==> config.mk <==
export PLATFORM = sky130hd
export DESIGN_NAME = serial_subtractor_8_bit
export DESIGN_NICKNAME = d
export VERILOG_FILES = /design/src/rtl/serial_subtractor_8_bit.sv
export SDC_FILE = /design/constraint.sdc
export NUM_CORES = 1
export LEC_CHECK = 0
export CAP_MARGIN = 20
export CELL_PAD_IN_SITES_DETAIL_PLACEMENT = 1
export CELL_PAD_IN_SITES_GLOBAL_PLACEMENT = 1
export CORE_UTILIZATION = 48
export CTS_BUF_LIST = sky130_fd_sc_hd__clkbuf_16
export DETAILED_ROUTE_END_ITERATION = 8
export DONT_BUFFER_PORTS = 1
export PLACE_DENSITY_LB_ADDON = 0.1
export SYNTH_ARGS = -nofsm -noshare
export SYNTH_HDL_FRONTEND = slang
export SYNTH_SLANG_ARGS = --single-unit
==> constraint.sdc <==
create_clock -name clk -period 2 [get_ports clk]
set_input_delay 0.2 -clock clk [delete_from_list [all_inputs] [get_ports clk]]
set_output_delay 0.2 -clock clk [all_outputs]
set_load 0.01 [all_outputs]
==> src/rtl/serial_subtractor_8_bit.sv <==
// Bit-serial subtractor: d = a - b (mod 2^WIDTH), one bit per clock, LSB first.
// A single full-adder cell computes a + ~b + 1; borrow is the inverted final carry.
module serial_subtractor_8_bit #(
  parameter int WIDTH = 8
) (
  input  logic             clk,
  input  logic             rst_n,
  input  logic             start,
  input  logic [WIDTH-1:0] a,
  input  logic [WIDTH-1:0] b,
  output logic             busy,
  output logic             done,
  output logic [WIDTH-1:0] d,
  output logic             borrow
);

  localparam int CW = $clog2(WIDTH);
  localparam logic [CW-1:0] LAST = CW'(WIDTH - 1);

  typedef enum logic [1:0] {S_IDLE, S_RUN, S_DONE} state_t;

  state_t           r_state;
  logic [WIDTH-1:0] r_sa, r_sb, r_res, r_d;
  logic [CW-1:0]    r_cnt;
  logic             r_carry, r_busy, r_done, r_borrow;

  logic w_sum, w_cout;

  assign w_sum  = r_sa[0] ^ r_sb[0] ^ r_carry;
  assign w_cout = (r_sa[0] & r_sb[0]) | (r_sa[0] & r_carry) | (r_sb[0] & r_carry);

  always_ff @(posedge clk or negedge rst_n) begin
    if (!rst_n) begin
      r_state  <= S_IDLE;
      r_sa     <= '0;
      r_sb     <= '0;
      r_res    <= '0;
      r_d      <= '0;
      r_cnt    <= '0;
      r_carry  <= 1'b0;
      r_busy   <= 1'b0;
      r_done   <= 1'b0;
      r_borrow <= 1'b0;
    end else begin
      r_done <= 1'b0;
      case (r_state)
        // DONE accepts a new start exactly like IDLE, giving back-to-back operation
        S_IDLE, S_DONE: begin
          if (start) begin
            r_sa    <= a;
            r_sb    <= ~b;
            r_carry <= 1'b1;
            r_cnt   <= '0;
            r_busy  <= 1'b1;
            r_state <= S_RUN;
          end else begin
            r_state <= S_IDLE;
          end
        end
        S_RUN: begin
          r_sa    <= r_sa >> 1;
          r_sb    <= r_sb >> 1;
          r_carry <= w_cout;
          r_res   <= {w_sum, r_res[WIDTH-1:1]};
          r_cnt   <= r_cnt + CW'(1);
          if (r_cnt == LAST) begin
            r_d      <= {w_sum, r_res[WIDTH-1:1]};
            r_borrow <= ~w_cout;
            r_busy   <= 1'b0;
            r_done   <= 1'b1;
            r_state  <= S_DONE;
          end
        end
        default: r_state <= S_IDLE;
      endcase
    end
  end

  assign busy   = r_busy;
  assign done   = r_done;
  assign d      = r_d;
  assign borrow = r_borrow;

endmodule

* Word level (Yosys, flattened, before mapping)
Index checks and enable logic that the tools add are counted. Widths: inputs -> output; s select.
Word-level totals: register bits after elaboration 41, bits of input ports 19, output and inout bits 11, logic and storage cells 46
Operators by class: add/sub/neg operators 1, eq/ne operators 5, multiplexer cells 15, bitwise operators 9, reductions and logical operators 6
Operator list (number):
- $pmux 8 s2 | 2
- $mux 8 | 2
- $not 8->8 | 1
- $pmux 3 s2 | 1
- $mux 1 | 5
- $ne 2x2->1 const B | 2
- $pmux 1 s2 | 2
- $pmux 2 s2 | 1
- $reduce_and 2->1 | 2
- $add 3x1->3 const B | 1
- $and 1x1->1 | 3
- $eq 3x3->1 const B | 1
- $mux 3 | 1
- $reduce_and 3->1 | 1
- $eq 2x1->1 const B | 1
- $eq 2x2->1 const B | 1
- $logic_not 2->1 | 1
- $mux 2 | 1
- $or 1x1->1 | 2
- $reduce_bool 2->1 | 1
- $reduce_or 2->1 | 1
- $xor 1x1->1 | 2
- $not 1->1 | 1

* Logic depth before layout (Yosys ltp)
Gate-level depths: netlist of the first run.
depth in word-level cells 4, mapped depth 6

* Worst setup path after synthesis of the first run
Ideal clock, no wire load.
kind flip-flop to flip-flop, start point reg r_cnt[0], end point reg r_d[3], in the netlist d[3], library setup time 0.125 ns, arrival 1.388 ns, setup slack 0.487 ns, stages on the path, launching flop included 6, clock period less this slack 1.513 ns, cells stage by stage dfrtp_1 -> ha_1 -> ha_1 -> nand3b_1 -> buf_4 -> mux2_4
Between the ends: longest elaborated chain between the ends 2
RTL lines:
- start: declaration | line 24 | logic [CW-1:0] r_cnt;
- start signal: assignment | line 65 | r_cnt <= r_cnt + CW'(1);
- $eq 3x3->1 | line 66 | if (r_cnt == LAST) begin
- $reduce_and 2->1 (no line)
- end signal: assignment | line 67 | r_d <= {w_sum, r_res[WIDTH-1:1]};
- end: declaration | line 23 | logic [WIDTH-1:0] r_sa, r_sb, r_res, r_d;
No other way between the ends. A chain may end at the register's enable or synchronous reset.

* Final worst setup path of the first run
start point reg r_cnt[0], end point reg r_d[2], in the netlist d[2]
The elaborated chain is that of the path after synthesis.

==> results, run 1 <==
- The run finished with clean final reports.
- The number of warnings issued by yosys is 0.
- The number of CTS-inserted buffers is 5.
- The max-slew violation count came to 0.
- The number of ports placed on the die boundary is 30.
- The HPWL after detailed placement is ~2300 um.
- Data arrives at the worst endpoint at ~1.8 ns.
- The global-route track usage on met1 is 27.5%.
- The area inside the core boundary is about 3400 um2.
- The type of origin of the critical path is a flip-flop.
- The H-tree level count is 2.
- The first global-routing pass estimated about 6400 um of wire.
- Wires add up to roughly 3500 um.
- In this run, post-CTS repair resized a total of 0 instances.
- The highest fanout seen on the critical path is 8.
- The repair_antennas step left the layout with diodes totalling 0.
- The number of nets at the end of the flow is 184.
- The count of placed standard cells in the final layout, fillers left out is 209.
- For met2 alone, demand over resource in global routing was 33.5%.
- In the synthesized netlist the dominant register cell turns out to be dfrtp_1.
- Clock tree synthesis selected as its root buffer the cell clkbuf_16.
- The average via count per standard cell is 5.48.
- The total grt overflow is 0.
- The number of buffer cells added on primary ports is 0.
- The DRC marker count from the first detailed-route iteration is 25.
- The via count of the first global-routing pass is between 1k and 1.5k.
- On the final layout, the worst clock skew is roughly 0.0041 ns.
- The clock tree from TritonCTS is built.
- Timing would allow up to slightly below 600 MHz.
- The number of antenna violations at the first check in global routing is 0.
- The number of enable-type register cells in the synthesized netlist is 0.
- The hold violation count in the final report was 0.
- At the later pin of the worst-skew pair, clock insertion delay measures about 0.28 ns.
- The static leakage is 0.000944 uW.
- The y dimension of the die is 63.0 um.
- The total number of placement rows is 21.
- The number of cells on the worst reg-to-reg path is 4.
- The detailed router placed 1145 vias in this run.
- The setup total negative slack is 0 ns.
- The netlist uses 26 different library cells.
- The largest net degree at the start of global routing is 41.
- The number of standard cells after synthesis is 156.
- The clock input transition at the sequential cells of the worst setup and hold paths is ~0.060 ns.
- The combined global-route utilization of all metal layers is a little over a fifth.
- The transition time at the pin with the least slew margin is 0.468 ns.
- The last weighted congestion value of the routability-driven placer is 0.731.
- The peak supply drop is between 0.6 and 0.7 mV.
- Compared with the post-synthesis result, the final layout area differs by 13.9%.
- In this run the most used layer during global routing was met2.
- When the netlist entered floorplanning its net count stood at 178.
- The synthesized design spends more area on one cell type than any other, namely dfrtp_1.
- Cells with a size suffix above 1 make up between 10% and 20% of the layout.
- The die covers about 4000 um2.
- The cell area that synthesis handed to floorplanning was between 1500 and 2000 um2.
- The buffer levels on the longest clock path is 2.
- The kind of critical path is reg2reg.
- Before antenna repair, the detailed router went through 4 iterations.
- Power spread over the standard cell area amounts to ~1700 nW/um2.
- The count of antenna-violating nets left after detailed routing is 0.
- The number of cells in the design after placement is 199.
- The nature of the critical path endpoint is a flip-flop.
- Synthesis inferred 40 register bits.
- The met3 track utilization from global routing is ~7.3%.
- At the worst endpoint, the required time is 2.16 ns.
- Counting every sink on the clock net gives 40.
- For this run, design rule violations remaining after detail routing come to 0.
- The final setup violation count is 0.
- A synthesized cell averages between 10 and 15 um2.
- Setup repair after global routing left no endpoint under its margin.
- Dividing the final minimum period by the clock period gives 83.8%.
- The die is ~63 um wide.
- Headroom to the max-slew limit came out at 68.7%.
- The synthesized design devotes to its leading area cell type between 50 and 60% of total area.
- Max-cap violations in this run came to 0.
- Dividing the detail-routed wire length by the instance count gives 17.0 um.
- Yosys attributes the largest share of cell area to dfrtp_1, mux2_2, mux2i_1, a21oi_1, mux2_4.
- Counting instances, the worst hold path has a depth of 2.
- The starting density of the core is between 50% and 60%.
- For flop-to-flop paths, the worst setup slack is 0.32 ns.
- Summing the sequential cell areas from Yosys gives a little under three fifths of the chip area.
- The min-delay analysis places its worst path in the category in2reg.
- The shortest clock period the worst path allows after layout is 1.68 ns.
- The async set or reset register ratio after synthesis is between 90% and 100%.
[worst paths after layout]
path / from / end
max: r_cnt[0]$_DFFE_PN0P_ / d[2]$_DFFE_PN0P_
min in group asynchronous: rst_n / r_res[2]$_DFFE_PN0N_
max in group asynchronous: rst_n / d[7]$_DFFE_PN0P_
min reg2reg: r_sb[1]$_DFFE_PN0P_ / r_sb[1]$_DFFE_PN0P_
max reg2reg: r_cnt[0]$_DFFE_PN0P_ / d[2]$_DFFE_PN0P_
min: a[7] / r_sa[7]$_DFFE_PN0P_
[report_power, final]
group / switching, uW / internal [uW]
clock: 313 / 585
sequential: 317 / 1200
combinational: 545 / 587
total: 1180 / 2370
[routing by layer]
| layer | vias to the layer above | share of wire [%] |
|---|---|---|
| met5 | - | 0 |
| met4 | 0 | 1.4 |
| met3 | 5 | 3.8 |
| met2 | 21 | 49 |
| met1 | 578 | 46 |
| li1 | 541 | - |
[through the flow]
stage	area, um2	util [%]	power, uW	hold WS, ns	setup slack (ns)
2_1_floorplan	1790	-	2340	-0.0956	0.487
3_3_place_gp	1840	53.4	2520	-0.0947	0.369
3_5_place_dp	1840	53.4	2630	-0.0947	0.303
4_1_cts	2040	59.1	3580	0.0713	0.303
5_1_grt	2040	59.1	3810	0.0888	0.217
6_report	2040	59.1	3550	0.0814	0.324
[cells by family (layout without fill, tap and decap cells)]
group                    Yosys count  count (layout)  synth area share (%)
buffers and inverters             24              31                  6.09
AND/OR/NAND/NOR                   29              29                  8.47
adder cells (fa/ha/maj)            3               3                  2.52
multiplexers                      24              24                  15.4
AO/OA/AOI/OAI                     36              36                  11.5
flip-flops                        40              40                  56.0
[cell usage after synthesis, types with 2 or more instances]
cell type / count
nand3_1: 3
nand2b_1: 2
nor2b_1: 9
nand2_1: 7
clkbuf_1: 2
a21oi_1: 12
o22ai_1: 7
mux2i_1: 8
o21ai_0: 11
nor2_1: 2
mux2_2: 12
inv_1: 15
buf_2: 3
ha_1: 2
mux2_4: 4
nor3_1: 4
dfrtp_1: 40
a22o_1: 2
buf_4: 4
[layout make-up]
type                    count  area (um2)
clock buffers               5         125
inverters                  15        56.3
clock inverters             3        42.5
flip-flops and latches     40        1000
well taps                  46        57.6
fillers                   369        1410
repair buffers              8        75.1
multi-input cells          92         678
[registers in the layout (all words and copies together), names as in the netlist]
register,count
d,8
r_carry,1
r_cnt,3
r_state,2
r_res,7
r_sa,8
done,1
r_sb,8
busy,1
borrow,1
[cell usage in the layout, fill, tap and decap left out, types with 2 or more instances in the layout]
master      n
dfrtp_1    40
o21ai_0    11
nor3_1      4
buf_4       6
inv_1      15
nor2b_1     9
mux2i_1     8
o22ai_1     7
a22o_1      2
nor2_1      2
nand2_1     7
mux2_4      4
nand3_1     3
ha_1        2
mux2_2     12
a21oi_1    12
nand2b_1    2
clkbuf_16   5
[what timing repair did]
item | CTS | global route
hold buffers | 2 | 0
buffers inserted | 0 | 0
hold endpoints to repair | 40 | 0
[worst max-delay path: stages, from the launching register on]
cell	delay (ns)
dfrtp_1	0.40
ha_1	0.20
ha_1	0.20
nand3b_1	0.36
mux2_2	0.40
Power figures use the tool's default switching activity.
==> inputs of run 2 (changes only) <==
==> constraint.sdc (replaced) <==
create_clock -name clk -period 1.6 [get_ports clk]
set_input_delay 0.16 -clock clk [delete_from_list [all_inputs] [get_ports clk]]
set_output_delay 0.16 -clock clk [all_outputs]
set_load 0.01 [all_outputs]
==> run 2 against run 1 <==
Net effect:
- count of clock-buffer cells in the layout unchanged
- non-clock buffer count up 6
- sequential cell count unchanged
- sequential share of layout area down 2.6 points
- total power up 33%
- maximum frequency up 9.2%
- critical endpoint is now d[1]$_DFFE_PN0P_
==> results, run 2 (synthesis gave the netlist of run 1 again) <==
- The y dimension of the die was 63.0 um (unchanged).
- The overall die area is 3970 um2 (unchanged).
- The slack of the worst reg-to-reg path came to 0.07 ns (was 0.32 ns).
- The kind of path behind the tightest hold check is in2reg (unchanged).
- The cell-internal power is 3220 uW (was 2370 uW).
- The tightest slew margin relative to the limit was 73.7% (was 68.7%).
- The setup total negative slack came to 0 ns (unchanged).
- The area growth from synthesis to layout was 20.3% (was 13.9%).
- The combined global-route utilization of all metal layers came to 21.8% (was 21.3%).
- The final wirelength is 3780 um (was 3550 um).
- The number of buffer cells added on primary ports was 0 (unchanged).
- The cell count of the worst reg-to-reg path is 5 (was 4).
- The x dimension of the die is 63.0 um (unchanged).
- The H-tree level count is 2 (unchanged).
- The number of nets at the end of the flow is 190 (was 184).
- The count of antenna-violating nets left after detailed routing came to 0 (unchanged).
- The endpoint arrival time on the critical path was 1.70 ns (was 1.84 ns).
- The first element of the critical path is r_cnt[0]$_DFFE_PN0P_ (unchanged).
- The total number of placement rows came to 21 (unchanged).
- The buffer levels on the longest clock path is 2 (unchanged).
- The data required time of the critical path is 1.77 ns (was 2.16 ns).
- The starting density of the core was 51.9% (unchanged).
- Leading cell types in the layout, fill and taps excluded: dfrtp_1, inv_1, a21oi_1 (was dfrtp_1, inv_1, a21oi_1, mux2_2, o21ai_0).
- The total via count in the routed design was 1147 (was 1145).
- The transition time at the pin with the least slew margin is 0.394 ns (was 0.468 ns).
- The area inside the core boundary is 3440 um2 (unchanged).
- The number of sinks handled by clock tree synthesis is 40 (unchanged).
- The clock input transition at the sequential cells of the worst setup and hold paths is 0.06 ns (about the same).
- The routed metal-1 wire length is 1670 um (was 1630 um).
- The final critical-path setup slack is 0.0656 ns (was 0.324 ns).
- The share of total power in sequential cells is 40.2% (was 42.7%).
- The launch point of the worst reg-to-reg path is r_cnt[0]$_DFFE_PN0P_ (unchanged).
- The minimum hold slack is 0.0359 ns (was 0.0814 ns).
- The average via count per standard cell is 5.36 (was 5.48).
- The static leakage is 0.00100 uW (was 0.000944 uW).
- The clock share of power is 26.7% (was 25.3%).
- The hold violation count in the final report came to 0 (unchanged).
- The root cell of the clock tree is clkbuf_16 (unchanged).
- The combinational share of power is 33.2% (was 31.9%).
- The final clock period utilization by the worst path is 95.9% (was 83.8%).
- The last weighted congestion value of the routability-driven placer is 0.736 (was 0.731).
- Outcome: complete, no violations (unchanged).
- The endpoint of the worst-slack reg-to-reg timing path is d[1]$_DFFE_PN0P_ (was d[2]$_DFFE_PN0P_).
- The net switching share of the total power is 31.8% (was 33.2%).
- The number of CTS-inserted buffers is 5 (unchanged).
- The fraction of layout instances using a drive strength above 1 is 22.6% (was 19.0%).
- The peak supply drop is 0.995 mV (was 0.666 mV).
- The top layer used by detailed routing is met4 (unchanged).
- The most common library cell in the layout ignoring fill and taps is dfrtp_1 (unchanged).
- The clock tree from TritonCTS is built (unchanged).
- The net switching power is 1500 uW (was 1180 uW).
- The nature of the critical path endpoint is a flip-flop (unchanged).
- The kind of critical path was reg2reg (unchanged).
- The placement-stage worst setup slack is 0.0425 ns (was 0.303 ns).
- The first-pass detailed-route iteration total is 4 (unchanged).
- The highest achievable clock rate was 652 MHz (was 597 MHz).
- The total DRC errors in the routed layout is 0 (unchanged).
- The max-slew violation count is 0 (unchanged).
- The HPWL after detailed placement is 2340 um (about the same).
- The post-route core utilization came to 62.5% (was 59.1%).
- The detailed-routed wire length on met2 is 1870 um (was 1740 um).
- The final setup violation count is 0 (unchanged).
- RSZ-0062 raised after global routing: false (unchanged).
- The met3 wire length was 153 um (was 134 um).
- The via count of the first global-routing pass came to 1274 (was 1330).
- The number of antenna violations at the first check in global routing came to 0 (unchanged).
- The total inserted antenna cells came to 0 (unchanged).
- The power density over cell area came to 2200 nW/um2 (was 1740 nW/um2).
- The largest net degree at the start of global routing is 41 (unchanged).
- The total grt overflow came to 0 (unchanged).
- The DRC marker count from the first detailed-route iteration is 34 (was 25).
- The setup clock skew after layout is 0.00359 ns (was 0.00409 ns).
- The endpoint of the worst setup timing path is d[1]$_DFFE_PN0P_ (was d[2]$_DFFE_PN0P_).
- The count of max-cap constraint violations is 0 (unchanged).
- The clock insertion delay at the later pin of the skew report is 0.28 ns (about the same).
- The type of origin of the critical path is a flip-flop (unchanged).
- The fill cell instance count of the final layout is 345 (was 369).
- The wire length of the first global-routing pass was 6320 um (was 6400 um).
- The routed wirelength normalized by instance count is 17.6 um (was 17.0 um).
- The shortest clock period the worst path allows after layout was 1.53 ns (was 1.68 ns).
- The highest fanout seen on the critical path was 5 (was 8).
- The number of ports placed on the die boundary is 30 (unchanged).
==> run 2: cell count changes in the layout (fill, tap and decap cells not counted), sizes merged <==
| cell | delta |
|---|---|
| bufinv | +1 |
| buf | +5 |
| clkinv | -1 |
| clkbuf | +1 |
| clkinvlp | -1 |
==> run 2: worst min-delay path by stage <==
stage / startpoint / to / slack [ns] / cells past startpoint
CTS: a[7] / r_sa[7]$_DFFE_PN0P_ / 0.03 / 2
global placement: rst_n / r_sa[5]$_DFFE_PN0P_ / -0.13 / 0
finish: a[7] / r_sa[7]$_DFFE_PN0P_ / 0.04 / 2
global route: a[7] / r_sa[7]$_DFFE_PN0P_ / 0.04 / 2
floorplan: rst_n / borrow$_DFFE_PN0P_ / -0.14 / 0
detailed placement: rst_n / r_sa[4]$_DFFE_PN0P_ / -0.13 / 0
==> run 2: cell type report <==
cell class | count | area [um2] | area share (%)
Clock buffer | 5 | 125 | 5.82
Tap cell | 46 | 57.6 | 2.68
Timing Repair Buffer | 14 | 150 | 6.98
Sequential cell | 40 | 1000 | 46.5
Clock inverter | 2 | 60.1 | 2.79
Inverter | 15 | 56.3 | 2.62
Multi-Input combinational cell | 92 | 701 | 32.6
==> run 2: worst max-delay path, cell delays in order (launching register included) <==
cell	delay [ns]
dfrtp_1	0.40
ha_2	0.20
ha_4	0.16
nand3b_1	0.18
buf_12	0.16
mux2_2	0.32
==> run 2: per-layer routing <==
| metal | track usage (%) | up-vias |
|---|---|---|
| met5 | 0 | - |
| met4 | 10.5 | 0 |
| met3 | 7.12 | 6 |
| met2 | 33.1 | 23 |
| met1 | 27.9 | 567 |
| li1 | - | 551 |
==> run 2: through the flow <==
stage               instances  area [um2]  power (uW)
floorplan                 156        1790        2930
global placement          201        1870        3180
detailed placement        201        1870        3320
CTS                       210        2080        4650
global route              214        2150        5080
finish                    214        2150        4730
==> run 2: repair_timing <==
| item | 4_1_cts | 5_1_grt |
|---|---|---|
| setup buffers | 0 | 3 |
| endpoints found under the setup margin | 0 | 5 |
| gates resized for setup | 0 | 6 |
| endpoints found under the hold margin | 40 | 0 |
| hold buffers | 2 | 0 |
==> run 2: power groups by stage <==
stage	Sequential (uW)	Clock, uW	Combinational [uW]
global route	1960	1330	1790
detailed placement	1900	0	1420
finish	1900	1260	1570
floorplan	1790	0	1140
CTS	1900	1280	1470
global placement	1860	0	1310
==> inputs of run 3 (changes only) <==
--- a/config.mk
+++ b/config.mk
@@ -13,6 +13,7 @@
 export DETAILED_ROUTE_END_ITERATION = 8
 export DONT_BUFFER_PORTS = 1
 export PLACE_DENSITY_LB_ADDON = 0.1
+export SLEW_MARGIN = 10
 export SYNTH_ARGS = -nofsm -noshare
 export SYNTH_HDL_FRONTEND = slang
 export SYNTH_SLANG_ARGS = --single-unit
==> results of run 3 <==
Final layout, timing and power as in run 2 (identical DEF).
